===== config.mk =====
export PLATFORM = sky130hd
export DESIGN_NAME = debounce_array
export DESIGN_NICKNAME = d
export VERILOG_FILES = /design/src/rtl/debounce_array.sv
export SDC_FILE = /design/constraint.sdc
export NUM_CORES = 1
export LEC_CHECK = 0
export CORE_UTILIZATION = 30
export DETAILED_ROUTE_END_ITERATION = 8
export GPL_TIMING_DRIVEN = 0
export PLACE_DENSITY = 0.46
export SETUP_SLACK_MARGIN = 0.05
export SLEW_MARGIN = 20
export SYNTH_ARGS = -nofsm -noshare
export SYNTH_HDL_FRONTEND = slang
export SYNTH_SLANG_ARGS = --single-unit

===== constraint.sdc =====
create_clock -name clk -period 3.5 [get_ports clk]
set_input_delay 0.875 -clock clk [delete_from_list [all_inputs] [get_ports clk]]
set_output_delay 0.875 -clock clk [all_outputs]
set_load 0.02 [all_outputs]

===== src/rtl/debounce_array.sv =====
// Multi-channel button/switch debouncer: 2-flop sync, optional inversion, debounced level
// and one-cycle rise/fall/hold pulses, all timed on a shared prescaled tick.
module debounce_array #(
    parameter int N_CH           = 4,
    parameter int CLK_PERIOD_NS  = 5,
    parameter int TICK_US        = 100,
    parameter int DEBOUNCE_TICKS = 50,
    parameter int HOLD_TICKS     = 10000,
    parameter logic [N_CH-1:0] INVERT = '0
) (
    input  logic            clk,
    input  logic            rst,
    input  logic [N_CH-1:0] dirty,
    output logic [N_CH-1:0] clean,
    output logic [N_CH-1:0] rise,
    output logic [N_CH-1:0] fall,
    output logic [N_CH-1:0] hold
);

    localparam int TICK_CYCLES = (TICK_US * 1000 + CLK_PERIOD_NS - 1) / CLK_PERIOD_NS;
    localparam int PW = (TICK_CYCLES > 1) ? $clog2(TICK_CYCLES) : 1;
    localparam int DW = $clog2(DEBOUNCE_TICKS + 1);
    localparam int HW = (HOLD_TICKS > 0) ? $clog2(HOLD_TICKS + 1) : 1;
    localparam bit HOLD_EN = (HOLD_TICKS > 0);

    localparam logic [PW-1:0] P_LAST = PW'(TICK_CYCLES - 1);
    localparam logic [DW-1:0] D_LAST = DW'(DEBOUNCE_TICKS - 1);
    localparam logic [HW-1:0] H_MAX  = HW'(HOLD_TICKS);
    localparam logic [HW-1:0] H_LAST = HW'((HOLD_TICKS > 0) ? HOLD_TICKS - 1 : 0);

    logic [N_CH-1:0] pol_in;
    logic [N_CH-1:0] s1;
    logic [N_CH-1:0] s2;
    logic [N_CH-1:0] prev;
    logic [PW-1:0]   pcnt;
    logic            tick;
    logic [DW-1:0]   dcnt [N_CH];
    logic [HW-1:0]   hcnt [N_CH];
    logic [N_CH-1:0] commit;
    logic [N_CH-1:0] hold_hit;

    assign pol_in = dirty ^ INVERT;
    assign tick   = (pcnt == P_LAST);

    // commit never coincides with hold_hit: a falling commit suppresses the hold
    always_comb begin
        commit   = '0;
        hold_hit = '0;
        for (int i = 0; i < N_CH; i++) begin
            commit[i]   = (s2[i] == prev[i]) && (s2[i] != clean[i]) && tick
                          && (dcnt[i] == D_LAST);
            hold_hit[i] = HOLD_EN && clean[i] && !commit[i] && tick
                          && (hcnt[i] == H_LAST);
        end
    end

    always_ff @(posedge clk) begin
        if (rst) begin
            s1    <= pol_in;
            s2    <= pol_in;
            prev  <= pol_in;
            clean <= pol_in;
            pcnt  <= '0;
            rise  <= '0;
            fall  <= '0;
            hold  <= '0;
            for (int i = 0; i < N_CH; i++) begin
                dcnt[i] <= '0;
                hcnt[i] <= '0;
            end
        end else begin
            s1   <= pol_in;
            s2   <= s1;
            prev <= s2;
            pcnt <= tick ? '0 : pcnt + PW'(1);
            rise <= '0;
            fall <= '0;
            hold <= hold_hit;
            for (int i = 0; i < N_CH; i++) begin
                if ((s2[i] != prev[i]) || (s2[i] == clean[i])) begin
                    dcnt[i] <= '0;
                end else if (tick) begin
                    if (commit[i]) begin
                        clean[i] <= s2[i];
                        dcnt[i]  <= '0;
                        rise[i]  <= s2[i];
                        fall[i]  <= ~s2[i];
                    end else begin
                        dcnt[i] <= dcnt[i] + DW'(1);
                    end
                end

                if (!clean[i] || commit[i]) begin
                    hcnt[i] <= '0;
                end else if (HOLD_EN && tick && (hcnt[i] != H_MAX)) begin
                    hcnt[i] <= hcnt[i] + HW'(1);
                end
            end
        end
    end

endmodule


Word level (Yosys, flattened, before mapping)
Memory sizes are Yosys's and may differ from the RTL's.
Index checks and enable logic that the tools add are counted.
- register bits: 43
- RAM bits: 80
- output and inout port bits: 16
- memories: 2
- $add $sub $neg: 9
- eq/ne operators: 33
- muxes and demuxes: 117
- bitwise operators: 29
- reductions and logical operators: 58
- memories (name ; depth ; bits a word ; rd ports ; clocked after Yosys merged registers in ; write ports ; RTL line ; text):
    hcnt ; 4 ; 14 ; 4 ; 0 ; 4 ; 38 ; logic [HW-1:0] hcnt [N_CH];
    dcnt ; 4 ; 6 ; 4 ; 0 ; 4 ; 37 ; logic [DW-1:0] dcnt [N_CH];
- operators by type and width (cell ; count):
    14-bit two-way mux ; 8
    1-bit two-way mux ; 94
    6-bit two-way mux ; 12
    14-bit by 1-bit adder with 14-bit output, second input constant ; 4
    14-bit equality test, second input constant ; 4
    14-bit inequality test, second input constant ; 4
    1-bit logical AND ; 28
    6-bit by 1-bit adder with 6-bit output, second input constant ; 4
    6-bit equality test, second input constant ; 4
    1-bit bitwise OR ; 20
    4-bit OR reduction ; 4
    15-bit by 1-bit adder with 15-bit output, second input constant ; 1
    15-bit equality test, second input constant ; 1
    4-bit two-way mux ; 3
    3-bit AND reduction ; 4
    2-bit nonzero test ; 5
    1-bit NOT ; 9
    1-bit equality test ; 8
    1-bit zero test ; 8
    1-bit logical OR ; 8
    1-bit inequality test ; 8
    2-bit inequality test, second input constant ; 4
    2-bit OR reduction ; 1

Logic depth before layout (Yosys ltp)
Gate-level depths: netlist (run 1).
- depth in word-level cells: 11
- gate-level depth with buffers: 8
- gate-level depth less buffers: 6

Worst setup path after synthesis (run 1)
OpenSTA, ideal clock, no wires.
- path type: register to register
- from: register pcnt[6]
- to: memory hcnt[3][0] (netlist bit) (enable)
- data arrival time: 2660 ps
- path slack: 435 ps
- stages on the path, launching flop included: 5
- path buffers: 1
- path through: dfxtp_1 or4b_4 or4_1 clkbuf_1 o21ai_0
- RTL lines (what ; RTL line ; text):
    from (decl) ; 35 ; logic [PW-1:0] pcnt;
    from (signal assigned) ; 75 ; pcnt <= tick ? '0 : pcnt + PW'(1);
    to (decl) ; 38 ;

==> flow_summary.toml, run 1 <==
[outcome]
status = "finished, final reports clean"

[pwr]
p_leak_nw = 2.44
vdd_drop_max_mv = 0.239
power_mw = 3.59
power_density_mw_per_mm2 = 498

[placed_design]
dp.cells = 866
dp_hpwl_um = 8390
place_area_mm2 = 0.00661
gp_congestion = 0.795
numPortBuffers = 21

[route]
ant_nets = 0
via_per_inst = 4.61
routedWlPerCell_um = 13.5
num_vias = 4136
postRouteWirelength_um = 12100
drt_iter0_drc = 106
remaining_drc_errors = 0
firstDrtPassIters = 4

[floorplanning]
initial_core_util_pct = 30.8
row_count = 51
fp.dieW_um = 144
dieArea_mm2 = 0.0207
fp.dieH_um = 144
coreArea_mm2 = 0.0196
io_pins = 22

[job]
drv_cap = 0

[cts]
cts_setup_buffers = 0
htreeDepth = 4
cts_inserted_buffers = 17
cts_tree = "built"
clock-sinks = 123
cts.repair.resized = 0
ctsHoldBuffers = 0
root_buffer = "clkbuf_16"
clkTransAtPathRegs_ps = 60
cts_buffer_depth = 2
clkLatencyLatePin_ps = 420

[timing]
max_slew_margin_pct = 41.3
setup_viol = 0
worst_slew_pin_slew_ps = 873
drv_slew = 0
setup-tns-final_ps = 0
fmax_ghz = 0.327
holdWs_ps = 430
layout_min_cycle_time_ps = 3050
fin_crit_sh_pct = 87.3
hold_viol_final = 0
rsz0062_at_grt = "no"
skew_ps = 14.5

[critical_path]
worstPathMaxFanout = 14
cp-startpoint = "pcnt[0]"
reg2reg_from = "pcnt[0]"
crit_path_start_kind = "flop"
critPathArrivalTime_ps = 3100
endpoint_kind = "flop"
worstPathRequired_ps = 3540
worstSetupPathType = "flop to flop"

[finish]
final_net_count = 643
fin_area_mm2 = 0.00720
area_delta_synth_final_pct = 19.3
drive_gt1_share_pct = 6.79
fillCellCount = 1972
antenna_cells = 0
stdcell_count = 898

[min_path]
hold_start = "s1[1]"
hold_class = "flop to flop"

[synthesis]
yosys_warnings = 0
yosysTopAreaCell = "edfxtp_1"
seq_area_frac_synth_pct = 54.7
synth_nets = 601
synth_edf_count = 84
synthTopCellsByArea = "edfxtp_1 42%, dfxtp_1 13%, xnor2_1 6.7%"
synth_top_area_share_pct = 41.8
synth_most_common_cell = "nor2_1"
async_flop_share_pct = 0
syn_inst = 578
synth_common_cells = "107 x nor2_1, 84 x edfxtp_1, 46 x xnor2_1"
ys_ff_latch = 123
post_synth.cell_area_avg_um2 = 10.4
syn_area_mm2 = 0.00603
ys.flop_type = "edfxtp_1"
synthDistinctLibCells = 40

[global_routing]
grt_overflow = 0
first_global_vias = 4097
antenna_found_initial = 0
grt_start_max_net_pins = 17
grt_pass1_wl_um = 20200
grtUsageTotal_pct = 12.9
state kept, by name (all words and copies together), names as in the netlist:
signal	count
dcnt	24
s2	4
s1	4
hcnt	56
hold	4
pcnt	15
fall	4
prev	4
clean	4
rise	4
cell usage in the layout, fill, tap and decap left out, types with 4 or more instances in the layout:
cell / count
and2_1: 5
and3_1: 11
and4_1: 7
clkbuf_1: 13
clkbuf_16: 17
clkdlybuf4s50_1: 21
clkinvlp_4: 4
dfxtp_1: 39
edfxtp_1: 84
ha_1: 17
inv_1: 33
nand2_1: 27
nand3_1: 31
nand4_1: 28
nor2_1: 107
nor2b_1: 9
nor3_1: 22
nor3b_1: 4
nor4_1: 12
nor4bb_1: 4
o21ai_0: 8
o21ai_2: 4
xnor2_1: 46
xor2_1: 31
path summary, 6_finish.rpt:
| kind | endpoint | slack, ps | cells after the start |
|---|---|---|---|
| setup reg to reg | hcnt[1][0] | 450 | 5 |
| setup / recovery | hcnt[1][0] | 450 | 5 |
| hold reg to reg | s2[1] | 430 | 2 |
| hold / removal | s2[1] | 430 | 2 |
worst max-delay path: stages, from the launching register on:
cell and delay [ps]:
dfxtp_1 360, ha_1 220, nand4_1 340, or4_1 670, clkbuf_1 350, o21ai_2 730
metrics by stage:
step                setup WS (ps)  utilization, %
floorplan                     435               -
global placement             -722            33.6
detailed placement           36.2            33.8
CTS                           381            36.7
global route                  208            36.7
finish                        445            36.7
power by group:
group | internal [mW] | switching, mW | total [mW]
clock network | 1.11 | 0.647 | 1.75
logic | 0.0656 | 0.0795 | 0.145
registers | 1.62 | 0.0681 | 1.69
total | 2.79 | 0.795 | 3.59
area by class of cell:
class                      instances  area, um^2  area share (%)
inverter                          33         124            1.72
tap                              265         332            4.61
clock buffer                      18         429            5.96
clock inverter                    14         155            2.16
multi-input combinational        408        2570            35.7
timing repair buffer              23         226            3.15
buffer                            14        61.3           0.852
sequential                       123        3300            45.9
layer usage:
layer | vias to the layer above | share of wire, % | GRT usage, %
met1 | 1954 | 50 | 16.2
met4 | 0 | 1.2 | 5.21
met3 | 13 | 2.4 | 4.03
met2 | 41 | 46 | 20.6
li1 | 2128 | - | -
met5 | - | 0 | 0
kinds of logic after synthesis:
kind of cell | after synthesis | share of synthesized area, %
buffers and inverters | 47 | 3.07
adder cells (fa/ha/maj) | 17 | 3.53
AND/OR/NAND/NOR | 293 | 25.3
XOR/XNOR | 77 | 11.2
flip-flops | 123 | 54.7
AO/OA/AOI/OAI | 21 | 2.16
Power figures use the tool's default switching activity.
==> run 2, diff against run 1 <==
--- a/config.mk
+++ b/config.mk
@@ -6,11 +6,14 @@
 export NUM_CORES = 1
 export LEC_CHECK = 0
 export CORE_UTILIZATION = 30
+export CTS_CLUSTER_SIZE = 28
 export DETAILED_ROUTE_END_ITERATION = 8
 export GPL_TIMING_DRIVEN = 0
+export HOLD_SLACK_MARGIN = 0.08
 export PLACE_DENSITY = 0.46
 export SETUP_SLACK_MARGIN = 0.05
 export SLEW_MARGIN = 20
 export SYNTH_ARGS = -nofsm -noshare
 export SYNTH_HDL_FRONTEND = slang
 export SYNTH_SLANG_ARGS = --single-unit
+export TNS_END_PERCENT = 20
==> results of run 2 <==
Same layout as run 1: the final DEF is identical, and so are final timing and power.
==> run 3, diff against run 2 <==
--- a/config.mk
+++ b/config.mk
@@ -5,13 +5,13 @@
 export SDC_FILE = /design/constraint.sdc
 export NUM_CORES = 1
 export LEC_CHECK = 0
+export CORE_MARGIN = 2
 export CORE_UTILIZATION = 30
 export CTS_CLUSTER_SIZE = 28
 export DETAILED_ROUTE_END_ITERATION = 8
 export GPL_TIMING_DRIVEN = 0
 export HOLD_SLACK_MARGIN = 0.08
 export PLACE_DENSITY = 0.46
-export SETUP_SLACK_MARGIN = 0.05
 export SLEW_MARGIN = 20
 export SYNTH_ARGS = -nofsm -noshare
 export SYNTH_HDL_FRONTEND = slang
==> run 3 against run 2 <==
Total power shrank 4.0%. Sequential cell count is the same. Cell count shrank 0.11%.
==> flow_summary.toml, run 3 (synthesis gave the netlist of run 1 again) <==
[outcome]
status = "finished, final reports clean"

[timing]
layout_min_cycle_time_ps = 3110
setup-tns-final_ps = 0
fmax_ghz = 0.321
skew_ps = 6.23
fin_crit_sh_pct = 88.9
worst_slew_pin_slew_ps = 1160
drv_slew = 0
hold_viol_final = 0
fin_ws_ps = 389
setup_viol = 0
max_slew_margin_pct = 22.1
rsz0062_at_grt = "no"

[critical_path]
crit_path_start_kind = "flop"
worstPathRequired_ps = 3770
cp_num_buf_inv = 1
worstSetupPathType = "flop to flop"
path_depth = 6
endpoint_kind = "flop"
cpPeakStageDelay_ps = 1080
cp_common_cell = "nand4_1"
worstPathCellList = "ha_1 -> nand4_1 -> nor4_1 -> nand4_1 -> clkbuf_1 -> nor2_1"
slowest_stage = "nor4_1"
r2r_cells = 6
worstPathMaxFanout = 10
critPathArrivalTime_ps = 3380
worst_path_dominant_cell_family = "simple AND/OR/NAND/NOR gates"

[global_routing]
grt_start_max_net_pins = 17
antenna_found_initial = 0
grt_overflow = 0
grtUsageTotal_pct = 11.9
grt_pass1_wl_um = 20300
first_global_vias = 4113

[pwr]
power_mw = 3.44
p_leak_nw = 2.42
vdd_drop_max_mv = 0.315
power_density_mw_per_mm2 = 482

[placed_design]
pre_cts_ws_ps = 279
dp_hpwl_um = 8510
gp_congestion = 0.821
numPortBuffers = 21

[cts]
htreeDepth = 4
cts.repair.resized = 0
root_buffer = "clkbuf_16"
cts_setup_buffers = 0
cts_buffer_depth = 2
clkTransAtPathRegs_ps = 50
clkLatencyLatePin_ps = 410
cts_inserted_buffers = 17
cts_tree = "built"
clock-sinks = 123
ctsHoldBuffers = 0

[finish]
area_delta_synth_final_pct = 18.4
final_cell_mix = "107 x nor2_1, 84 x edfxtp_1, 46 x xnor2_1"
drive_gt1_share_pct = 6.33
top_register = "hcnt"
final_net_count = 642
multi_input_area_mm2 = 0.00257
antenna_cells = 0
largest_register_ffs = 56
final_common_cell = "nor2_1"
reg_top3 = "hcnt (56), dcnt (24), pcnt (15)"
regArea_mm2 = 0.00330
fillCellCount = 2018

[floorplanning]
coreArea_mm2 = 0.0196
row_count = 51
fp.dieW_um = 146
io_pins = 22
fp.dieH_um = 146
initial_core_util_pct = 30.8
dieArea_mm2 = 0.0213

[route]
via_per_inst = 4.64
ant_nets = 0
routedWlPerCell_um = 13.5
num_vias = 4160
drt_iter0_drc = 147
firstDrtPassIters = 4
remaining_drc_errors = 0
postRouteWirelength_um = 12100

[min_path]
hold_depth = 2
hold_class = "flop to flop"

[job]
drv_cap = 0
run 3: cell count changes in the layout (fill, tap and decap cells not counted), sizes merged:
| cell | delta |
|---|---|
| clkinvlp | -3 |
| bufinv | -2 |
| buf | -1 |
| clkinv | +1 |
| clkbuf | +4 |
run 3: cell type report:
class | count | share of cell area [%]
Sequential cell | 123 | 46.3
Multi-Input combinational cell | 408 | 35.9
Clock buffer | 22 | 6.50
Tap cell | 265 | 4.64
Timing Repair Buffer | 22 | 3.05
Inverter | 33 | 1.73
Clock inverter | 10 | 1.03
Buffer | 14 | 0.858
run 3: where the power goes:
group / internal, mW / leakage, nW / total [mW] / switching, mW
Sequential: 1.62 / 1.27 / 1.69 / 0.0674
Combinational: 0.0647 / 0.891 / 0.145 / 0.0806
Clock: 0.998 / 0.266 / 1.61 / 0.612
Total: 2.68 / 2.42 / 3.44 / 0.760
run 3: stage by stage:
step                hold slack (ps)  util (%)  instances  cell area (um^2)
floorplan                       415         -        578              6030
global placement                423      33.6        864              6580
detailed placement              424      33.7        865              6600
CTS                             430      36.5        897              7140
global route                    463      36.5        897              7140
finish                          428      36.5        897              7140
run 3: path summary, 6_finish.rpt:
check,end,start,slack (ps)
worst max-delay path,hcnt[1][5],pcnt[0],390
worst min register to register,s2[0],s1[0],430
worst min-delay path,s2[0],s1[0],430
worst max register to register,hcnt[1][5],pcnt[0],390
run 3: worst min-delay path: stages (launching register included):
cell and delay (ps):
dfxtp_1 290, inv_1 40, o21ai_0 50
run 3: routing by layer:
| layer | GRT usage [%] | routed length [um] | share of wire [%] | vias to the layer above |
|---|---|---|---|---|
| met5 | 0 | 0 | 0 | - |
| met1 | 15.4 | 5980 | 49 | 1985 |
| met3 | 3.92 | 421 | 3.5 | 10 |
| met4 | 3.77 | 114 | 0.94 | 0 |
| met2 | 19.0 | 5570 | 46 | 42 |
| li1 | - | - | - | 2123 |
